<file path="src/rtl/spdif_receive.sv">
// ---------------------------------------------------------------------------
// spdif_receive
//
// Biphase-mark S/PDIF receiver. The incoming line is oversampled on clk. The
// block measures the time between line transitions, recognises the B/M/W
// preambles and decodes the 28 data slots of each subframe. It checks even
// parity and pairs a channel A subframe with the following channel B
// subframe. Each completed pair is presented with a single-cycle strobe.
//
// Parameters
//   CELL_CYCLES  clk cycles per biphase half-cell (UI), >= 4
//   SYNC_FRAMES  consecutive good pairs required before locked rises
//
// Ports
//   clk           in   oversampling clock
//   rst           in   asynchronous, active-high reset
//   spdif_in      in   S/PDIF line (asynchronous to clk)
//   data_left     out  channel A audio, slots 4..27, LSB = slot 4
//   data_right    out  channel B audio, same format
//   validity      out  OR of the two V bits of the emitted pair
//   block_start   out  emitted pair's left subframe carried a B preamble
//   sample_valid  out  one-cycle strobe, new pair on the data outputs
//   parity_error  out  one-cycle strobe on a subframe parity failure
//   locked        out  receiver synchronised
// ---------------------------------------------------------------------------
module spdif_receive #(
    parameter int CELL_CYCLES = 4,
    parameter int SYNC_FRAMES = 2
) (
    input  logic        clk,
    input  logic        rst,
    input  logic        spdif_in,
    output logic [23:0] data_left,
    output logic [23:0] data_right,
    output logic        validity,
    output logic        block_start,
    output logic        sample_valid,
    output logic        parity_error,
    output logic        locked
);

    localparam int CNT_MAX = 4 * CELL_CYCLES;
    localparam int CNT_W   = $clog2(CNT_MAX + 1);
    localparam int GOOD_W  = (SYNC_FRAMES < 1) ? 1 : $clog2(SYNC_FRAMES + 1);

    // Interval classification limits (inclusive upper bounds, in clk cycles)
    localparam logic [CNT_W-1:0] LIM_S   = CNT_W'((3 * CELL_CYCLES) / 2);
    localparam logic [CNT_W-1:0] LIM_M   = CNT_W'((5 * CELL_CYCLES) / 2);
    localparam logic [CNT_W-1:0] LIM_G   = CNT_W'((7 * CELL_CYCLES) / 2);
    localparam logic [CNT_W-1:0] LIM_MAX = CNT_W'(CNT_MAX);

    localparam logic [GOOD_W-1:0] GOOD_LIM = GOOD_W'(SYNC_FRAMES);

    typedef enum logic [1:0] {
        HUNT,
        PRE,
        DATA
    } state_t;

    typedef enum logic [1:0] {
        CL_S,
        CL_M,
        CL_G,
        CL_BAD
    } cls_t;

    function automatic cls_t classify(input logic [CNT_W-1:0] len);
        cls_t c;
        if (len <= LIM_S) begin
            c = CL_S;
        end else if (len <= LIM_M) begin
            c = CL_M;
        end else if (len <= LIM_G) begin
            c = CL_G;
        end else begin
            c = CL_BAD;
        end
        return c;
    endfunction

    function automatic logic [GOOD_W-1:0] sat_inc(input logic [GOOD_W-1:0] v);
        logic [GOOD_W-1:0] r;
        if (v >= GOOD_LIM) begin
            r = v;
        end else begin
            r = v + 1'b1;
        end
        return r;
    endfunction

    // ---- stage p0/p1: two-flop synchroniser, p2: edge-detect history ----
    logic sync_p0;
    logic sync_p1;
    logic prev_p2;
    logic edge_det;

    always_ff @(posedge clk or posedge rst) begin
        if (rst) begin
            sync_p0 <= 1'b0;
            sync_p1 <= 1'b0;
            prev_p2 <= 1'b0;
        end else begin
            sync_p0 <= spdif_in;
            sync_p1 <= sync_p0;
            prev_p2 <= sync_p1;
        end
    end

    // Either polarity of transition counts as an edge.
    assign edge_det = sync_p1 ^ prev_p2;

    // ---- interval counter: cycles since the last edge, saturating ----
    logic [CNT_W-1:0] ivl_cnt;

    always_ff @(posedge clk or posedge rst) begin
        if (rst) begin
            ivl_cnt <= '0;
        end else if (edge_det) begin
            ivl_cnt <= CNT_W'(1);
        end else if (ivl_cnt != LIM_MAX) begin
            ivl_cnt <= ivl_cnt + 1'b1;
        end
    end

    cls_t cls;
    logic timeout;

    assign cls     = classify(ivl_cnt);
    assign timeout = (ivl_cnt == LIM_MAX) && !edge_det;

    // ---- decoder FSM ----
    state_t      state, state_n;
    logic        need_g, need_g_n;     // PRE still waits for the opening G
    logic [1:0]  pre_cnt, pre_cnt_n;
    cls_t        pre_c0, pre_c0_n;
    cls_t        pre_c1, pre_c1_n;
    logic        chan_b, chan_b_n;
    logic        blk, blk_n;
    logic        half, half_n;         // first short of a '1' cell seen
    logic [4:0]  slot, slot_n;
    logic        par, par_n;
    logic [24:0] sub, sub_n;           // slots 4..28, LSB = slot 4

    logic err;
    logic par_fail;
    logic sf_done;
    logic bit_fire;
    logic bit_val;
    logic pre_ok;

    always_ff @(posedge clk or posedge rst) begin
        if (rst) begin
            state   <= HUNT;
            need_g  <= 1'b0;
            pre_cnt <= 2'd0;
            pre_c0  <= CL_S;
            pre_c1  <= CL_S;
            chan_b  <= 1'b0;
            blk     <= 1'b0;
            half    <= 1'b0;
            slot    <= 5'd0;
            par     <= 1'b0;
            sub     <= '0;
        end else begin
            state   <= state_n;
            need_g  <= need_g_n;
            pre_cnt <= pre_cnt_n;
            pre_c0  <= pre_c0_n;
            pre_c1  <= pre_c1_n;
            chan_b  <= chan_b_n;
            blk     <= blk_n;
            half    <= half_n;
            slot    <= slot_n;
            par     <= par_n;
            sub     <= sub_n;
        end
    end

    always_comb begin
        state_n   = state;
        need_g_n  = need_g;
        pre_cnt_n = pre_cnt;
        pre_c0_n  = pre_c0;
        pre_c1_n  = pre_c1;
        chan_b_n  = chan_b;
        blk_n     = blk;
        half_n    = half;
        slot_n    = slot;
        par_n     = par;
        sub_n     = sub;
        err       = 1'b0;
        par_fail  = 1'b0;
        sf_done   = 1'b0;
        bit_fire  = 1'b0;
        bit_val   = 1'b0;
        pre_ok    = 1'b0;

        case (state)
            HUNT: begin
                if (edge_det && cls == CL_G) begin
                    state_n   = PRE;
                    need_g_n  = 1'b0;
                    pre_cnt_n = 2'd0;
                end
            end

            PRE: begin
                if (timeout) begin
                    err = 1'b1;
                end else if (edge_det) begin
                    if (cls == CL_BAD) begin
                        err = 1'b1;
                    end else if (need_g) begin
                        // Coming out of DATA, the next preamble must open with a G.
                        if (cls == CL_G) begin
                            need_g_n = 1'b0;
                        end else begin
                            err = 1'b1;
                        end
                    end else begin
                        case (pre_cnt)
                            2'd0: begin
                                pre_c0_n  = cls;
                                pre_cnt_n = 2'd1;
                            end
                            2'd1: begin
                                pre_c1_n  = cls;
                                pre_cnt_n = 2'd2;
                            end
                            default: begin
                                if (pre_c0 == CL_S && pre_c1 == CL_S && cls == CL_G) begin
                                    chan_b_n = 1'b0;
                                    blk_n    = 1'b1;
                                    pre_ok   = 1'b1;
                                end else if (pre_c0 == CL_G && pre_c1 == CL_S && cls == CL_S) begin
                                    chan_b_n = 1'b0;
                                    blk_n    = 1'b0;
                                    pre_ok   = 1'b1;
                                end else if (pre_c0 == CL_M && pre_c1 == CL_S && cls == CL_M) begin
                                    chan_b_n = 1'b1;
                                    blk_n    = 1'b0;
                                    pre_ok   = 1'b1;
                                end else begin
                                    err = 1'b1;
                                end
                                if (pre_ok) begin
                                    state_n   = DATA;
                                    slot_n    = 5'd4;
                                    par_n     = 1'b0;
                                    half_n    = 1'b0;
                                    pre_cnt_n = 2'd0;
                                end
                            end
                        endcase
                    end
                end
            end

            DATA: begin
                if (timeout) begin
                    err = 1'b1;
                end else if (edge_det) begin
                    case (cls)
                        CL_M: begin
                            if (half) begin
                                err = 1'b1;
                            end else begin
                                bit_fire = 1'b1;
                                bit_val  = 1'b0;
                            end
                        end
                        CL_S: begin
                            if (half) begin
                                bit_fire = 1'b1;
                                bit_val  = 1'b1;
                                half_n   = 1'b0;
                            end else begin
                                half_n = 1'b1;
                            end
                        end
                        default: err = 1'b1;
                    endcase
                end

                if (bit_fire) begin
                    // Only slots 4..28 (audio + V) need to be retained.
                    if (slot <= 5'd28) begin
                        sub_n = {bit_val, sub[24:1]};
                    end
                    par_n  = par ^ bit_val;
                    slot_n = slot + 5'd1;
                    if (slot == 5'd31) begin
                        if (par ^ bit_val) begin
                            par_fail = 1'b1;
                        end else begin
                            sf_done   = 1'b1;
                            state_n   = PRE;
                            need_g_n  = 1'b1;
                            pre_cnt_n = 2'd0;
                        end
                    end
                end
            end

            default: begin
                state_n = HUNT;
            end
        endcase

        if (err || par_fail) begin
            state_n = HUNT;
            half_n  = 1'b0;
        end
    end

    // ---- stage p3: pairing, output registers and lock tracking ----
    logic [23:0]       hold_data;
    logic              hold_v;
    logic              hold_b;
    logic              hold_vld;
    logic [GOOD_W-1:0] good_cnt;
    logic [GOOD_W-1:0] good_next;

    assign good_next = sat_inc(good_cnt);

    always_ff @(posedge clk or posedge rst) begin
        if (rst) begin
            hold_data    <= '0;
            hold_v       <= 1'b0;
            hold_b       <= 1'b0;
            hold_vld     <= 1'b0;
            good_cnt     <= '0;
            data_left    <= '0;
            data_right   <= '0;
            validity     <= 1'b0;
            block_start  <= 1'b0;
            sample_valid <= 1'b0;
            parity_error <= 1'b0;
            locked       <= 1'b0;
        end else begin
            sample_valid <= 1'b0;
            parity_error <= par_fail;
            if (err || par_fail) begin
                hold_vld <= 1'b0;
                good_cnt <= '0;
                locked   <= 1'b0;
            end else if (sf_done) begin
                if (!chan_b) begin
                    // A newer channel A subframe simply replaces any held one.
                    hold_data <= sub[23:0];
                    hold_v    <= sub[24];
                    hold_b    <= blk;
                    hold_vld  <= 1'b1;
                end else if (hold_vld) begin
                    data_left    <= hold_data;
                    data_right   <= sub[23:0];
                    validity     <= hold_v | sub[24];
                    block_start  <= hold_b;
                    sample_valid <= 1'b1;
                    hold_vld     <= 1'b0;
                    good_cnt     <= good_next;
                    locked       <= (good_next >= GOOD_LIM);
                end
            end
        end
    end

endmodule

</file>
<file path="config.mk">
export PLATFORM = sky130hd
export DESIGN_NAME = spdif_receive
export DESIGN_NICKNAME = d
export VERILOG_FILES = /design/src/rtl/spdif_receive.sv
export SDC_FILE = /design/constraint.sdc
export NUM_CORES = 1
export LEC_CHECK = 0
export BUFFER_PORTS_ARGS = -buffer_cell sky130_fd_sc_hd__buf_4
export CORE_MARGIN = 2
export CORE_UTILIZATION = 45
export DETAILED_ROUTE_END_ITERATION = 6
export HOLD_SLACK_MARGIN = 0.1
export PLACE_DENSITY = 0.75
export SYNTH_ARGS = -nofsm -noshare
export SYNTH_HDL_FRONTEND = slang
export SYNTH_SLANG_ARGS = --single-unit
</file>
<file path="constraint.sdc">
create_clock -name clk -period 5.2 [get_ports clk]
set_input_delay 0 -clock clk [delete_from_list [all_inputs] [get_ports clk]]
set_output_delay 0 -clock clk [all_outputs]
set_load 0.03 [all_outputs]
</file>
==> metrics.md, run 1 <==
| Metric | Value |
|---|---|
| MaxCap Viol Count | `0` |
| Worst Path Required | `5480 ps` |
| Post-synth top cells | `132 x dfrtp_1, 92 x mux2_2, 22 x nor2_1` |
| DP Area | `6250 µm²` |
| Yosys top cell area share | `0.581` |
| Longest Clk Path Bufs | `2` |
| Synthesis-stage register bit count | `132` |
| Worst endpoint data arrival time | `3710 ps` |
| Die X | `116 µm` |
| First-pass GRT wire length | `17,900 µm` |
| CP max FO | `24` |
| Antenna Nets Post-Route | `0` |
| Full die area | `13,500 µm²` |
| First DRT Iteration DRCs | `204` |
| Total number of vias | `3,582` |
| Top FF cell, synth | `dfrtp_1` |
| Avg Cell Area, Syn | `13.1 µm²` |
| Critical path class | `flop to flop` |
| Clk_lat worst skew | `400 ps` |
| Wire per inst | `16.0 µm` |
| Register area share after synthesis | `0.581` |
| Fin Setup TNS | `0 ps` |
| Syn_nets | `446` |
| Boundary Pins | `56` |
| Max VDD drop | `0.200 mV` |
| Period minus WS final | `3430 ps` |
| Largest net degree at the start of global routing | `81` |
| CTS Buf Count | `17` |
| Dominant cell by count in the synthesized netlist | `dfrtp_1` |
| Status | `finished clean` |
| Relative slew slack | `0.172` |
| Port Buf Inserts | `55` |
| Final #Nets | `510` |
| # rows | `41` |
| Final hold vios | `0` |
| GRT overflow | `0` |
| CP Launch Type | `flop` |
| Min-Delay Path Class | `input port to flop` |
| Overall fraction of global-route tracks in use | `0.170` |
| Post-synth EDFFs | `0` |
| Hold_ws | `250 ps` |
| Sink Count | `132` |
| RSZ-0062 raised after global routing | `no` |
| Hold path depth | `2` |
| Final Setup Violations | `0` |
| CTS tree | `yes` |
| Post-Synthesis Cells | `432` |
| Final worst path period share | `0.660` |
| Reg2reg path depth | `9` |
| Layout Utilization | `0.557` |
| Fmax achieved | `292 MHz` |
| Skew final | `8.73 ps` |
| GP Congestion | `0.852` |
| Vias in the first global route | `3,629` |
| Largest area contributor in the netlist | `dfrtp_1` |
| Synth Cell Area | `5680 µm²` |
| CTS root buf | `clkbuf_16` |
| DP HPWL | `6900 µm` |
| Die H | `116 µm` |
| PwrDens | `390 nW/µm²` |
| Worst setup EP type | `flop` |
| Clock Pin Slew Worst Setup and Hold Paths | `60 ps` |
| Area growth syn-to-layout | `22.2%` |
| Yosys cell types | `57` |
| Antenna diodes | `0` |
| Largest cells by area after synthesis | `dfrtp_1 58%, mux2_2 18%, ha_1 2.4%` |
| LEAKAGE | `3.45 nW` |
| Vias/cell | `5.26` |
| Initial cell density of the core | `0.456` |
| Final wirelength | `10,900 µm` |
| Ys async rst share | `1.00` |
| Core footprint | `12,500 µm²` |
| Worst Slack Setup Final | `1770 ps` |
| Post-CTS resize count | `0` |
| Drt first pass iters | `4` |
| Max-slew violation count | `0` |
| Layout cells sized above 1 | `0.373` |
| Pre-CTS setup slack | `1830 ps` |
| Initial antenna violation count | `0` |
| Cell area after layout | `6940 µm²` |
| H-tree levels | `4` |
| Yosys Warn Count | `0` |
| Residual DRC count | `0` |
| Slew @ Worst Pin | `1240 ps` |
==> stage by stage <==
stage          total power [mW]  cells
5_1_grt                    2.82    681
2_1_floorplan              1.32    432
4_1_cts                    2.73    681
3_3_place_gp               1.36    647
6_report                   2.71    681
3_5_place_dp               1.38    647
==> worst max-delay path, stage by stage, from the launching register on <==
cell and delay (ps):
dfrtp_1 400, inv_1 100, ha_1 190, nand3b_1 260, o22ai_2 300, a22oi_1 220
nor2_1 180, o311a_1 1020, buf_4 270, mux2_2 340
==> cells in the final DEF, fill, tap and decap left out, types with 3 or more instances in the layout <==
| cell | count |
|---|---|
| dfrtp_1 | 132 |
| mux2_2 | 92 |
| buf_4 | 59 |
| nor2_1 | 22 |
| nand2_1 | 21 |
| o21ai_0 | 17 |
| clkbuf_16 | 17 |
| inv_1 | 15 |
| ha_1 | 11 |
| nand3_1 | 10 |
| nor3_1 | 10 |
| a21oi_1 | 10 |
| mux2_1 | 10 |
| bufinv_16 | 5 |
| mux2i_1 | 4 |
| nor2b_1 | 4 |
| clkbuf_8 | 4 |
| nand2b_1 | 3 |
| nand4_1 | 3 |
| xnor2_1 | 3 |
| o211ai_1 | 3 |
| xor2_1 | 3 |
==> path summary, 6_finish.rpt <==
check                            from             end  slack [ps]
min in group asynchronous         rst  data_right[14]         380
max in group asynchronous         rst      pre_cnt[0]        3610
min reg2reg                   sync_p0         sync_p1         350
max                        ivl_cnt[0]          sub[6]        1770
max reg2reg                ivl_cnt[0]          sub[6]        1770
min                          spdif_in         sync_p0         250
==> final cells by class <==
| type | count | area (µm²) |
|---|---|---|
| Clock buffer | 22 | 484 |
| Timing Repair Buffer | 61 | 463 |
| Multi-Input combinational cell | 267 | 2220 |
| Inverter | 17 | 66.3 |
| Clock inverter | 10 | 191 |
| Sequential cell | 132 | 3300 |
| Fill cell | 1032 | 5520 |
| Tap cell | 172 | 215 |
==> per-layer routing <==
layer / global-route usage / up-vias / share of wire
li1: - / 1662 / -
met1: 0.233 / 1839 / 0.46
met2: 0.269 / 73 / 0.49
met3: 0.0446 / 8 / 0.040
met4: 0.0476 / 0 / 0.0088
met5: 0 / - / 0
==> logic make-up after synthesis <==
| family | count (synthesis) | synth area share |
|---|---|---|
| flip-flops | 132 | 0.581 |
| multiplexers | 106 | 0.209 |
| AND/OR/NAND/NOR | 92 | 0.0841 |
| AO/OA/AOI/OAI | 51 | 0.0608 |
| buffers and inverters | 33 | 0.0280 |
| adder cells (fa/ha/maj) | 11 | 0.0242 |
| XOR/XNOR | 7 | 0.0121 |
==> report_power, final <==
group	switching [mW]	internal [mW]
combinational	0.164	0.106
sequential	0.0365	1.06
clock	0.438	0.907
==> registers in the layout, summed over array words and instances (netlist names), 5 cells and up <==
signal / count
data_left: 24
slot: 5
data_right: 24
sub: 25
ivl_cnt: 5
hold_data: 24
==> timing repair <==
action	CTS	global route
endpoints found under the hold margin	80	0
hold buffers	2	0
buffers inserted	0	0
No activity file was read; power rests on OpenSTA's default activity.
==> inputs of run 2 (changes only) <==
PLACE_DENSITY = 0.78   (was 0.75)
clock period = 3 ns   (was 5.2 ns; I/O delays follow)
==> metrics.md, run 2 (synthesized netlist as in run 1, its figures left out) <==
| Metric | Value |
|---|---|
| Status | `finished clean` |
| DP HPWL | `7090 µm` |
| PwrDens | `638 nW/µm²` |
| Cell Chain, Critical Path | `inv_1 > ha_1 > nand3b_1 > o22ai_2 > nand3b_1 > a21o_1 > or2_1 > inv_2 > buf_12 > mux2_2` |
| Max VDD drop | `0.386 mV` |
| Worst endpoint data arrival time | `3060 ps` |
| Overall fraction of global-route tracks in use | `0.178` |
| # hold bufs at CTS | `2` |
| Min-Delay Path Class | `input port to flop` |
| Vias/cell | `5.23` |
| Port Buf Inserts | `55` |
| CTS tree | `yes` |
| Antenna Nets Post-Route | `0` |
| Largest register FFs | `25` |
| Commonest non-fill, non-tap cell in the layout | `dfrtp_1` |
| Longest Clk Path Bufs | `2` |
| Met2 WL | `5330 µm` |
| Slew @ Worst Pin | `697 ps` |
| Skew final | `7.44 ps` |
| Vias in the first global route | `3,743` |
| Clk_lat worst skew | `420 ps` |
| Die H | `116 µm` |
| Core footprint | `12,500 µm²` |
| MaxCap Viol Count | `0` |
| Antenna diodes | `0` |
| Fmax achieved | `362 MHz` |
| Fillers | `1,016` |
| Drt first pass iters | `4` |
| CTS Buf Count | `17` |
| CTS root buf | `clkbuf_16` |
| Final wirelength | `10,800 µm` |
| Layout cells sized above 1 | `0.382` |
| GP Congestion | `0.843` |
| Final #Nets | `517` |
| Die X | `116 µm` |
| Worst setup EP type | `flop` |
| Initial antenna violation count | `0` |
| LEAKAGE | `3.45 nW` |
| Post-CTS Setup Inserts | `0` |
| RSZ-0062 raised after global routing | `no` |
| First DRT Iteration DRCs | `234` |
| Max-slew violation count | `0` |
| Total number of vias | `3,601` |
| Area growth syn-to-layout | `22.1%` |
| Relative slew slack | `0.536` |
| Final worst path period share | `0.920` |
| CP max-delay cell | `dfrtp_1` |
| # rows | `41` |
| Wl on met1 | `4850 µm` |
| Final Setup Violations | `0` |
| Critical path class | `flop to flop` |
| Residual DRC count | `0` |
| Post-CTS resize count | `0` |
| CP max FO | `28` |
| Largest net degree at the start of global routing | `133` |
| H-tree levels | `4` |
| Worst Path Required | `3300 ps` |
| Boundary Pins | `56` |
| DP Cell Count | `654` |
| CP Launch Type | `flop` |
| Initial cell density of the core | `0.456` |
| Clock Pin Slew Worst Setup and Hold Paths | `60 ps` |
| First-pass GRT wire length | `18,500 µm` |
| Cell Count, Final, Fillers Out | `688` |
| Full die area | `13,500 µm²` |
| GRT overflow | `0` |
| Crit path top cell by count | `nand3b_1` |
| Period minus WS final | `2760 ps` |
| Metal3 WL | `460 µm` |
| Critical path's largest stage delay | `410 ps` |
| Sink Count | `132` |
| Final hold vios | `0` |
| Wire per inst | `15.8 µm` |
| Most frequent cells in the layout | `132 x dfrtp_1, 92 x mux2_2, 64 x buf_4, 22 x nor2_1, 21 x nand2_1` |
| Fin Setup TNS | `0 ps` |
| Top routing layer used | `met4` |
| Largest Register | `sub` |
run 2: cell count changes in the layout (fill, tap and decap cells not counted), sizes merged:
cell / before / now
clkinv: 1 / 5
buf: 59 / 66
clkbuf: 22 / 21
bufinv: 5 / 2
run 2: report_power, final:
part | internal, mW | switching [mW]
registers | 1.83 | 0.0635
clock network | 1.29 | 0.763
logic | 0.196 | 0.286
run 2: per-stage QoR:
| stage | setup slack (ps) | total power, mW | area, µm² | hold slack (ps) | util |
|---|---|---|---|---|---|
| global placement | 383 | 2.38 | 6320 | 110 | 0.507 |
| global route | 69.1 | 4.63 | 6940 | 263 | 0.557 |
| CTS | 238 | 4.46 | 6940 | 220 | 0.557 |
| floorplan | 511 | 2.29 | 5680 | 31.4 | - |
| detailed placement | 265 | 2.40 | 6320 | 115 | 0.507 |
| finish | 240 | 4.43 | 6940 | 246 | 0.557 |
run 2: path summary, 6_finish.rpt:
check,start,endpoint,slack (ps),cells past startpoint
min in group asynchronous,rst,data_right[21],330,4
setup / recovery,ivl_cnt[0],data_left[11],240,10
max in group asynchronous,rst,pre_cnt[0],2140,4
hold reg to reg,sync_p0,sync_p1,340,0
hold / removal,spdif_in,sync_p0,250,2
setup reg to reg,ivl_cnt[0],data_left[11],240,10
run 2: per-layer routing:
layer	vias to the layer above	global-route usage
li1	1680	-
met1	1837	0.225
met2	69	0.288
met3	15	0.0498
met4	0	0.0786
met5	-	0
run 2: area by class of cell:
| type | count | area [µm²] | area share |
|---|---|---|---|
| sequential | 132 | 3300 | 0.476 |
| multi-input combinational | 267 | 2220 | 0.320 |
| timing repair buffer | 68 | 541 | 0.0779 |
| clock inverter | 11 | 123 | 0.0177 |
| tap | 172 | 215 | 0.0310 |
| clock buffer | 21 | 470 | 0.0678 |
| inverter | 17 | 67.6 | 0.00974 |
run 2: worst max-delay path: cells and delay by family, from the launching register on:
kind	cells	cell delay (ps)
flip-flops	1	410
AND/OR/NAND/NOR	3	620
AO/OA/AOI/OAI	2	440
adder cells (fa/ha/maj)	1	200
multiplexers	1	360
buffers and inverters	3	590
